### src/rtl/snoopy_bus_pkg.sv
// Shared types and helpers for the snoopy bus arbiter.
package snoopy_bus_pkg;

  // Arbiter transaction states.
  typedef enum logic [1:0] {
    ARB_IDLE = 2'd0,
    ARB_REQ  = 2'd1,
    ARB_WAIT = 2'd2,
    ARB_RESP = 2'd3
  } arb_stat_t;

  localparam int unsigned DEFAULT_NUM_PORTS = 2;

  // Width of a port index; never below one bit so single-port builds still elaborate.
  function automatic int unsigned port_idx_width(input int unsigned num_ports);
    return (num_ports > 1) ? unsigned'($clog2(num_ports)) : 32'd1;
  endfunction

  localparam int unsigned PORT_IDX_W = port_idx_width(DEFAULT_NUM_PORTS);

endpackage

### src/rtl/snoopy_rr_pick.sv
// Requester picker: eligible mask (plus search start pointer) to one-hot grant and index.
// Macro SNOOPY_ARB_RR_EN: defined = round-robin from ptr_i, undefined = lowest index wins.
module snoopy_rr_pick import snoopy_bus_pkg::*; #(
  parameter  int unsigned NUM_PORTS = DEFAULT_NUM_PORTS,
  localparam int unsigned IDX_W     = port_idx_width(NUM_PORTS)
) (
  input  logic [NUM_PORTS-1:0] eligible_i,
`ifdef SNOOPY_ARB_RR_EN
  input  logic [IDX_W-1:0]     ptr_i,
`endif
  output logic [NUM_PORTS-1:0] grant_oh_o,
  output logic [IDX_W-1:0]     grant_idx_o,
  output logic                 grant_valid_o
);

  logic [IDX_W-1:0] start;
  logic [IDX_W-1:0] cand;

`ifdef SNOOPY_ARB_RR_EN
  assign start = ptr_i;
`else
  assign start = '0;
`endif

  // Walk the ports from the start position and take the first eligible one.
  always_comb begin
    grant_oh_o    = '0;
    grant_idx_o   = '0;
    grant_valid_o = 1'b0;
    cand          = '0;
    for (int unsigned k = 0; k < NUM_PORTS; k++) begin
      cand = IDX_W'((32'(start) + k) % NUM_PORTS);
      if (!grant_valid_o && eligible_i[cand]) begin
        grant_valid_o    = 1'b1;
        grant_idx_o      = cand;
        grant_oh_o[cand] = 1'b1;
      end
    end
  end

endmodule

### src/rtl/snoopy_bus_arbiter.sv
// Arbitrates the cache ports onto one memory port and broadcasts invalidates after
// cacheable writes. Macro SNOOPY_ARB_RR_EN selects round-robin over fixed priority.
module snoopy_bus_arbiter import snoopy_bus_pkg::*; #(
  parameter int unsigned NUM_PORTS  = 2,
  parameter int unsigned ADDR_WIDTH = 32,
  parameter int unsigned WIDTH      = 128,
  parameter int unsigned MASKW      = WIDTH / 8
) (
  input  logic                            clk,
  input  logic                            rst,
  input  logic [NUM_PORTS-1:0]            rw_valid,
  input  logic [NUM_PORTS*ADDR_WIDTH-1:0] rw_addr,
  input  logic [NUM_PORTS-1:0]            rw_we,
  input  logic [NUM_PORTS*MASKW-1:0]      w_mask,
  input  logic [NUM_PORTS*WIDTH-1:0]      w_data,
  input  logic [NUM_PORTS-1:0]            w_ce,
  output logic [NUM_PORTS-1:0]            rw_ready,
  output logic [WIDTH-1:0]                r_data,
  output logic [NUM_PORTS-1:0]            inv_valid,
  output logic [NUM_PORTS*ADDR_WIDTH-1:0] inv_addr,
  input  logic [NUM_PORTS-1:0]            inv_ready,
  output logic                            mem_req_valid,
  input  logic                            mem_req_ready,
  output logic [ADDR_WIDTH-1:0]           mem_addr,
  output logic                            mem_we,
  output logic [MASKW-1:0]                mem_wmask,
  output logic [WIDTH-1:0]                mem_wdata,
  input  logic                            mem_resp_valid,
  input  logic [WIDTH-1:0]                mem_rdata
);

  localparam int unsigned IDX_W = port_idx_width(NUM_PORTS);

  arb_stat_t                     state_q, state_d;
  logic [IDX_W-1:0]              grant_idx_q, grant_idx_d;
  logic [NUM_PORTS-1:0]          grant_oh_q, grant_oh_d;
  logic [ADDR_WIDTH-1:0]         addr_q, addr_d;
  logic                          we_q, we_d;
  logic                          ce_q, ce_d;
  logic [MASKW-1:0]              mask_q, mask_d;
  logic [WIDTH-1:0]              data_q, data_d;
  logic [WIDTH-1:0]              rdata_q, rdata_d;
  logic [NUM_PORTS-1:0]          inv_valid_q, inv_valid_d;
  logic [NUM_PORTS*ADDR_WIDTH-1:0] inv_addr_q, inv_addr_d;

  logic [NUM_PORTS-1:0]          eligible;
  logic [NUM_PORTS-1:0]          pick_oh;
  logic [IDX_W-1:0]              pick_idx;
  logic                          pick_valid;
  logic                          inv_load;

`ifdef SNOOPY_ARB_RR_EN
  logic [IDX_W-1:0]              ptr_q, ptr_d;
`endif

  // Cacheable writes wait until every invalidate slot has drained; everything else goes.
  always_comb begin
    eligible = rw_valid & ~(rw_we & w_ce & {NUM_PORTS{|inv_valid_q}});
  end

  snoopy_rr_pick #(
    .NUM_PORTS (NUM_PORTS)
  ) u_pick (
    .eligible_i    (eligible),
`ifdef SNOOPY_ARB_RR_EN
    .ptr_i         (ptr_q),
`endif
    .grant_oh_o    (pick_oh),
    .grant_idx_o   (pick_idx),
    .grant_valid_o (pick_valid)
  );

  // Transaction FSM: capture the picked request, issue it, wait for memory, complete.
  always_comb begin
    state_d     = state_q;
    grant_idx_d = grant_idx_q;
    grant_oh_d  = grant_oh_q;
    addr_d      = addr_q;
    we_d        = we_q;
    ce_d        = ce_q;
    mask_d      = mask_q;
    data_d      = data_q;
    rdata_d     = rdata_q;
    unique case (state_q)
      ARB_IDLE: begin
        if (pick_valid) begin
          grant_idx_d = pick_idx;
          grant_oh_d  = pick_oh;
          for (int unsigned p = 0; p < NUM_PORTS; p++) begin
            if (pick_oh[p]) begin
              addr_d = rw_addr[p*ADDR_WIDTH +: ADDR_WIDTH];
              we_d   = rw_we[p];
              ce_d   = w_ce[p];
              mask_d = w_mask[p*MASKW +: MASKW];
              data_d = w_data[p*WIDTH +: WIDTH];
            end
          end
          state_d = ARB_REQ;
        end
      end
      ARB_REQ: begin
        if (mem_req_ready) state_d = ARB_WAIT;
      end
      ARB_WAIT: begin
        if (mem_resp_valid) begin
          rdata_d = mem_rdata;
          state_d = ARB_RESP;
        end
      end
      ARB_RESP: state_d = ARB_IDLE;
      default:  state_d = ARB_IDLE;
    endcase
  end

`ifdef SNOOPY_ARB_RR_EN
  // Next search starts one past the port just granted.
  always_comb begin
    ptr_d = ptr_q;
    if (state_q == ARB_IDLE && pick_valid) begin
      ptr_d = (pick_idx == IDX_W'(NUM_PORTS - 1)) ? '0 : pick_idx + 1'b1;
    end
  end
`endif

  // Invalidate slots: loaded in the completion cycle of a cacheable write, so the
  // broadcast is visible alongside rw_ready; each drains on its own acknowledge.
  always_comb begin
    inv_load  = (state_q == ARB_RESP) && we_q && ce_q;
    inv_valid = '0;
    inv_addr  = '0;
    for (int unsigned p = 0; p < NUM_PORTS; p++) begin
      inv_valid[p] = inv_valid_q[p] | inv_load;
      inv_addr[p*ADDR_WIDTH +: ADDR_WIDTH] =
          inv_load ? addr_q : inv_addr_q[p*ADDR_WIDTH +: ADDR_WIDTH];
    end
    inv_valid_d = inv_valid & ~inv_ready;
    inv_addr_d  = inv_addr;
  end

  // Outputs come straight from registered state.
  always_comb begin
    rw_ready      = (state_q == ARB_RESP) ? grant_oh_q : '0;
    r_data        = rdata_q;
    mem_req_valid = (state_q == ARB_REQ);
    mem_addr      = addr_q;
    mem_we        = we_q;
    mem_wmask     = mask_q;
    mem_wdata     = data_q;
  end

  // State registers.
  always_ff @(posedge clk or posedge rst) begin
    if (rst) begin
      state_q     <= ARB_IDLE;
      grant_idx_q <= '0;
      grant_oh_q  <= '0;
      addr_q      <= '0;
      we_q        <= 1'b0;
      ce_q        <= 1'b0;
      mask_q      <= '0;
      data_q      <= '0;
      rdata_q     <= '0;
      inv_valid_q <= '0;
      inv_addr_q  <= '0;
    end else begin
      state_q     <= state_d;
      grant_idx_q <= grant_idx_d;
      grant_oh_q  <= grant_oh_d;
      addr_q      <= addr_d;
      we_q        <= we_d;
      ce_q        <= ce_d;
      mask_q      <= mask_d;
      data_q      <= data_d;
      rdata_q     <= rdata_d;
      inv_valid_q <= inv_valid_d;
      inv_addr_q  <= inv_addr_d;
    end
  end

`ifdef SNOOPY_ARB_RR_EN
  // Round-robin pointer register.
  always_ff @(posedge clk or posedge rst) begin
    if (rst) ptr_q <= '0;
    else     ptr_q <= ptr_d;
  end
`endif

`ifndef SYNTHESIS
  // A requester must hold rw_valid from grant through its rw_ready cycle.
  a_hold_valid: assert property (@(posedge clk) disable iff (rst)
                                 (state_q != ARB_IDLE) |-> rw_valid[grant_idx_q]);
`endif

endmodule

### config.mk
export PLATFORM = sky130hd
export DESIGN_NAME = snoopy_bus_arbiter
export DESIGN_NICKNAME = d
export VERILOG_FILES = /design/src/rtl/snoopy_bus_pkg.sv /design/src/rtl/snoopy_rr_pick.sv /design/src/rtl/snoopy_bus_arbiter.sv
export SDC_FILE = /design/constraint.sdc
export NUM_CORES = 1
export LEC_CHECK = 0
export CORE_AREA = 4 4 335 337
export CTS_CLUSTER_SIZE = 30
export DETAILED_ROUTE_END_ITERATION = 7
export DIE_AREA = 0 0 339 341
export PLACE_DENSITY = 0.45
export SYNTH_ARGS = -nofsm -noshare
export SYNTH_HDL_FRONTEND = slang
export SYNTH_HIERARCHICAL = 1
export SYNTH_SLANG_ARGS = --single-unit
export TNS_END_PERCENT = 30
### constraint.sdc
create_clock -name clk -period 21.3 [get_ports clk]
set_input_delay 6.39 -clock clk [delete_from_list [all_inputs] [get_ports clk]]
set_output_delay 6.39 -clock clk [all_outputs]
set_load 0.02 [all_outputs]
# Word-level counts from Yosys, hierarchy flattened

Index checks and enable logic that the tools add are counted.
W data, S select, Z words.

Register bits after elaboration: 376
Bits in latches: 0
Memory bits (writable): 0
Bits in read-only memories: 0
Input bits: 492
Logic and storage cells: 56
Memories kept: 0

Add/sub/neg operators: 0
$mul: 0
Divide/modulo/power cells: 0
Order comparisons: 0
Equality and inequality tests: 6
Shifts and indexed selects: 0
Mux-type cells: 21
Bitwise operators: 8
Reduce and logical (&&, ||, !) cells: 11

Operator list:

| kind                 | number |
|---|---|
| $mux W128            | 2 |
| $mux W32             | 4 |
| $mux W16             | 2 |
| $mux W2              | 5 |
| $and A2 B2 Y2        | 4 |
| $pmux W2 S4          | 1 |
| $mux W1              | 7 |
| $reduce_and A3 Y1    | 2 |
| $eq A2 B2 Y1 const B | 2 |
| $ne A2 B2 Y1 const B | 2 |
| $not A2 Y2           | 2 |
| $reduce_and A2 Y1    | 2 |
| $logic_and A1 B1 Y1  | 3 |
| $eq A2 B1 Y1 const B | 1 |
| $logic_not A2 Y1     | 1 |
| $ne A2 B1 Y1 const B | 1 |
| $or A1 B1 Y1         | 2 |
| $reduce_bool A2 Y1   | 1 |
| $reduce_or A2 Y1     | 1 |
| $logic_not A1 Y1     | 1 |

# Longest topological paths before layout

Depth after elaboration: 10
Depth in mapped cells: 11
Depth with buffers taken out: 6

# Hierarchy

The synthesis kept the hierarchy.

By module, submodules not included:

| module             | instances | cells each | area each (um^2) | sequential area each (um^2) |
|---|---|---|---|---|
| snoopy_bus_arbiter | 1         | 1,313      | 15,507.4         | 9,409.0 |
| snoopy_rr_pick     | 1         | 4          | 27.5             | 0.0 |

# Worst setup path before layout

Ideal clock, no wire load.

Path kind: input-to-reg
From: in rw_we[1]
To: reg data_q[100], in the netlist mem_wdata[100]
Library setup time: 133 ps
Arrival time: 7,689 ps
Data required time: 21,167 ps
Setup slack: 13,477 ps
Stages: 9
Buffers on the path: 4
Path through: nand2_1 > o21a_1 > nor2b_1 > buf_4 > buf_2 > o211ai_2 > buf_2 > clkbuf_1 > o21ai_0

Word-level cells in the longest chain between the ends: 8
Elaborated cells on any way between the ends: 10

RTL lines:

| what                          | RTL line                  | RTL |
|---|---|---|
| start: declaration            | snoopy_bus_arbiter.sv:13  | `input logic [NUM_PORTS-1:0] rw_we,` |
| $and A2 B2 Y2 * (2 in series) | snoopy_bus_arbiter.sv:58  | `eligible = rw_valid & ~(rw_we & w_ce & {NUM_PORTS{\|inv_valid_q}});` |
| $not A2 Y2 *                  | snoopy_bus_arbiter.sv:58  |  |
| $and A2 B2 Y2 *               | snoopy_bus_arbiter.sv:58  |  |
| via eligible[1]               | snoopy_bus_arbiter.sv:46  | `logic [NUM_PORTS-1:0] eligible;` |
| $logic_and A1 B1 Y1 *         | snoopy_rr_pick.sv:33      | `if (!grant_valid_o && eligible_i[cand]) begin` |
| $mux W2 *                     | snoopy_rr_pick.sv:33      |  |
| via pick_oh[1]                | snoopy_bus_arbiter.sv:47  | `logic [NUM_PORTS-1:0] pick_oh;` |
| $reduce_bool A2 Y1 (no line)  | n/a                       |  |
| $reduce_and A3 Y1 (no line)   | n/a                       |  |
| end signal: assignment        | snoopy_bus_arbiter.sv:173 | `data_q <= data_d;` |
| end: declaration              | snoopy_bus_arbiter.sv:41  | `logic [WIDTH-1:0] data_q, data_d;` |

Mark *: on every way through the listed nets, which the timed path passes. The rest lies on a longest branch.
A chain may end at the register's enable or synchronous reset.

# Final worst setup path

From: reg state_q[0]
To: out inv_addr[34]

Word-level cells in the longest chain between the ends: 4

RTL lines:

| what                              | RTL line                  | RTL |
|---|---|---|
| start: declaration                | snoopy_bus_arbiter.sv:34  | `arb_stat_t state_q, state_d;` |
| start signal: assignment          | snoopy_bus_arbiter.sv:166 | `state_q <= state_d;` |
| $eq A2 B2 Y1                      | snoopy_bus_arbiter.sv:128 | `inv_load = (state_q == ARB_RESP) && we_q && ce_q;` |
| $logic_and A1 B1 Y1 (2 in series) | snoopy_bus_arbiter.sv:128 |  |
| $mux W32                          | snoopy_bus_arbiter.sv:134 | `inv_load ? addr_q : inv_addr_q[p*ADDR_WIDTH +: ADDR_WIDTH];` |
| end: declaration                  | snoopy_bus_arbiter.sv:20  | `output logic [NUM_PORTS*ADDR_WIDTH-1:0] inv_addr,` |

No other way between the ends.

==> results.md <==
* Power per Cell Area at 144 nW/um^2
* Initial antenna violation count at 11
* Critical path buffers and inverters at 2
* Setup bufs post-CTS at 0
* Register area share after synthesis at 0.606
* Slew margin rel. at 0.282
* Die Y-Extent at 341 um
* Fmax at 0.101 GHz
* VDD IR max at 0.0484 mV
* Switch Pwr at 1.50 mW
* Nets@finish at 2,659
* Worst-Margin Slew at 1.08 ns
* Critical Path Fanout Max at 23
* Busiest grt layer: met2
* Pleak at 11.4 nW
* Clk pwr share at 0.211
* CP dominant cell by count: nand2_1
* FF+latch count, synth at 376
* Switching fraction of total power at 0.383
* DPL Wire Length at 57,100 um
* Top delay family on crit path: buffers and inverters
* Via count at 12,894
* Yosys warning total at 6
* Area added between synthesis and finish at 75.1%
* Yosys top cell area share at 0.606
* Hold/Removal Path Class: flip-flop to flip-flop
* Vias per cell at 3.56
* Drt drc at 0
* Cell row count at 121
* Internal power at 2.41 mW
* RSZ-0062 raised after global routing: no
* Routed Wire Length at 73,100 um
* Seq pwr share at 0.315
* CTS Sinks at 376
* Tot Pwr at 3.91 mW
* Synth top area cells: dfrtp_1 (61%), mux2i_1 (11%), mux2_2 (9.5%)
* Total negative setup slack at 0 ns
* GPL Wtd Cong at 0.835
* Worst setup EP type: primary output
* Post-DRT Antenna Nets at 0
* Gr usage total at 0.121
* Post-synth EDFFs at 0
* Worst R2R Start: inv_valid_q[0]
* CP required at 14.91 ns
* Reg2Reg Depth at 8
* Pre-antenna DRT Iters at 4
* Final Max Tran Viols at 0
* Longest Clk Path Bufs at 3
* WS Path Type: flip-flop to primary output
* Worst-path clk slew at 0.06 ns
* CP peak stage delay at 0.84 ns
* Starting Density at 0.143
* CP startpoint kind: flip-flop
* Syn_area_per_cell at 11.8 sq um
* Largest net degree at the start of global routing at 101
* H-tree Lvls at 2
* Worst R2R Setup Slack at 17.37 ns
* Final Setup Violations at 0
* Comb power frac at 0.474
* Met1 global-route usage at 0.140
* Clk root buf: clkbuf_16
* Status: finished clean
* Die X at 339 um
* Worst-Skew Late Latency at 0.61 ns
* Cell Area, Synth at 15,500 sq um
* Most frequent cells in the layout: clkdlybuf4s50_1 (865), dfrtp_1 (376), nand2_1 (341), mux2i_1 (178), mux2_2 (131)
* DRT iter0 DRCs at 452
* Final hold viol count at 0
* Most common cell after layout, fill and taps aside: clkdlybuf4s50_1
* Mapped Cells at 1,317
* Syn_nets at 1,813
* CP startpoint: state_q[0]
* WL/cell at 20.2 um
* Hold-fix buffer count after cts at 0
* Fin crit period at 9.90 ns
* Slowest-stage cell, CP: clkdlybuf4s50_1
* Post-synth ARST share at 1.00
* Clock skew at 0.0314 ns
* Met2 usage at 0.208
* First-pass GRT wire length at 103,000 um
* Met3 GRT Util at 0.0539
* Vias in the first global route at 13,596
* Core ar. at 109,000 sq um
* Residual overflow from global routing at 0
* Hold Slack at 0.471 ns
* Synth area leader: dfrtp_1
* CTS tree: yes
* Ratio of cells with drive above 1 in the final layout at 0.101
* Post-CTS sizing at 0
* Post-synth cell types at 25
* Crit share post-route at 0.465
* CP Capture Point: inv_addr[34]
* Worst EP arrival at 3.51 ns
* Die area at 116,000 sq um
* RR Endpoint: mem_wdata[91]
* Critical path depth in cells at 6
* Max-Cap Viols at 0
* CP cell instances: ha_1, and3_2, buf_4, nand2_1, nand2_1, clkdlybuf4s50_1
* I/O Pins at 866
* # port buffers at 865
* Top FF cell, synth: dfrtp_1
* Total CTS buffers at 49
* Finished Core Util at 0.250
==> state kept, by name (all words and copies together) (netlist names) <==
signal and count:
grant_oh_q 2, ce_q 1, inv_addr_q 64, mem_wmask 16, inv_valid_q 2, mem_wdata 128, state_q 2, mem_addr 32
mem_we 1, r_data 128
==> Yosys cell counts, drive strengths merged (2+ instances only) <==
master / n
dfrtp: 376
nand2: 342
mux2i: 178
o21ai: 178
mux2: 131
buf: 59
clkbuf: 27
inv: 5
ha: 4
nor2b: 4
and2: 2
nand2b: 2
o21a: 2
==> worst min-delay path by stage <==
| stage | slack (ns) | end | cells past startpoint | start |
|---|---|---|---|---|
| CTS | 0.47 | inv_addr_q[38] | 2 | inv_addr_q[38] |
| floorplan | 0.47 | ce_q | 2 | ce_q |
| global placement | 0.45 | inv_addr_q[0] | 2 | inv_addr_q[0] |
| global route | 0.49 | inv_addr_q[44] | 2 | inv_addr_q[44] |
| detailed placement | 0.46 | inv_addr_q[38] | 2 | inv_addr_q[38] |
| finish | 0.47 | inv_addr_q[4] | 2 | inv_addr_q[4] |
==> layout make-up <==
type                       count  area (sq um)
multi-input combinational    850          5630
clock buffer                  77          1440
timing repair buffer         881          8780
sequential                   376          9410
fill                       11589         81700
inverter                       5          26.3
clock inverter                10           130
tap                         1414          1770
antenna                        6          15.0
==> routing by layer <==
metal	wire (um)	share of wire	vias to the layer above
li1	-	-	6171
met1	28800	0.39	6154
met2	35800	0.49	494
met3	7100	0.097	71
met4	1300	0.018	4
met5	21	0.00029	-
==> logic make-up after synthesis <==
group,count (synthesis),share of synthesized area
muxes,309,0.210
buffers and inverters,91,0.0339
and+or+nand+nor,354,0.0872
DFF,376,0.606
AOI/OAI and AO/OA,183,0.0603
adders and majority gates,4,0.00322
==> tightest hold or removal path, stage by stage (launching register included) <==
cell	delay, ns
dfrtp_1	0.32
nand2_1	0.04
nand2_1	0.08
==> power groups by stage <==
stage / sequential (mW) / combinational (mW) / clock (mW)
after floorplan: 1.55 / 0.547 / 0
after global placement: 1.24 / 1.90 / 0
after detailed placement: 1.24 / 1.90 / 0
after CTS: 1.24 / 1.90 / 0.868
after global routing: 1.27 / 1.99 / 0.894
final: 1.23 / 1.85 / 0.825
==> through the flow <==
| stage | setup WS (ns) | cells | instance area (sq um) |
|---|---|---|---|
| floorplan | 4.47 | 1317 | 15500 |
| finish | 11.40 | 3619 | 27200 |
| global route | 11.02 | 3615 | 27200 |
| CTS | 11.08 | 3613 | 27200 |
| detailed placement | 10.82 | 3526 | 25600 |
| global placement | 10.90 | 3526 | 25600 |
(Power assumes the default switching activity.)
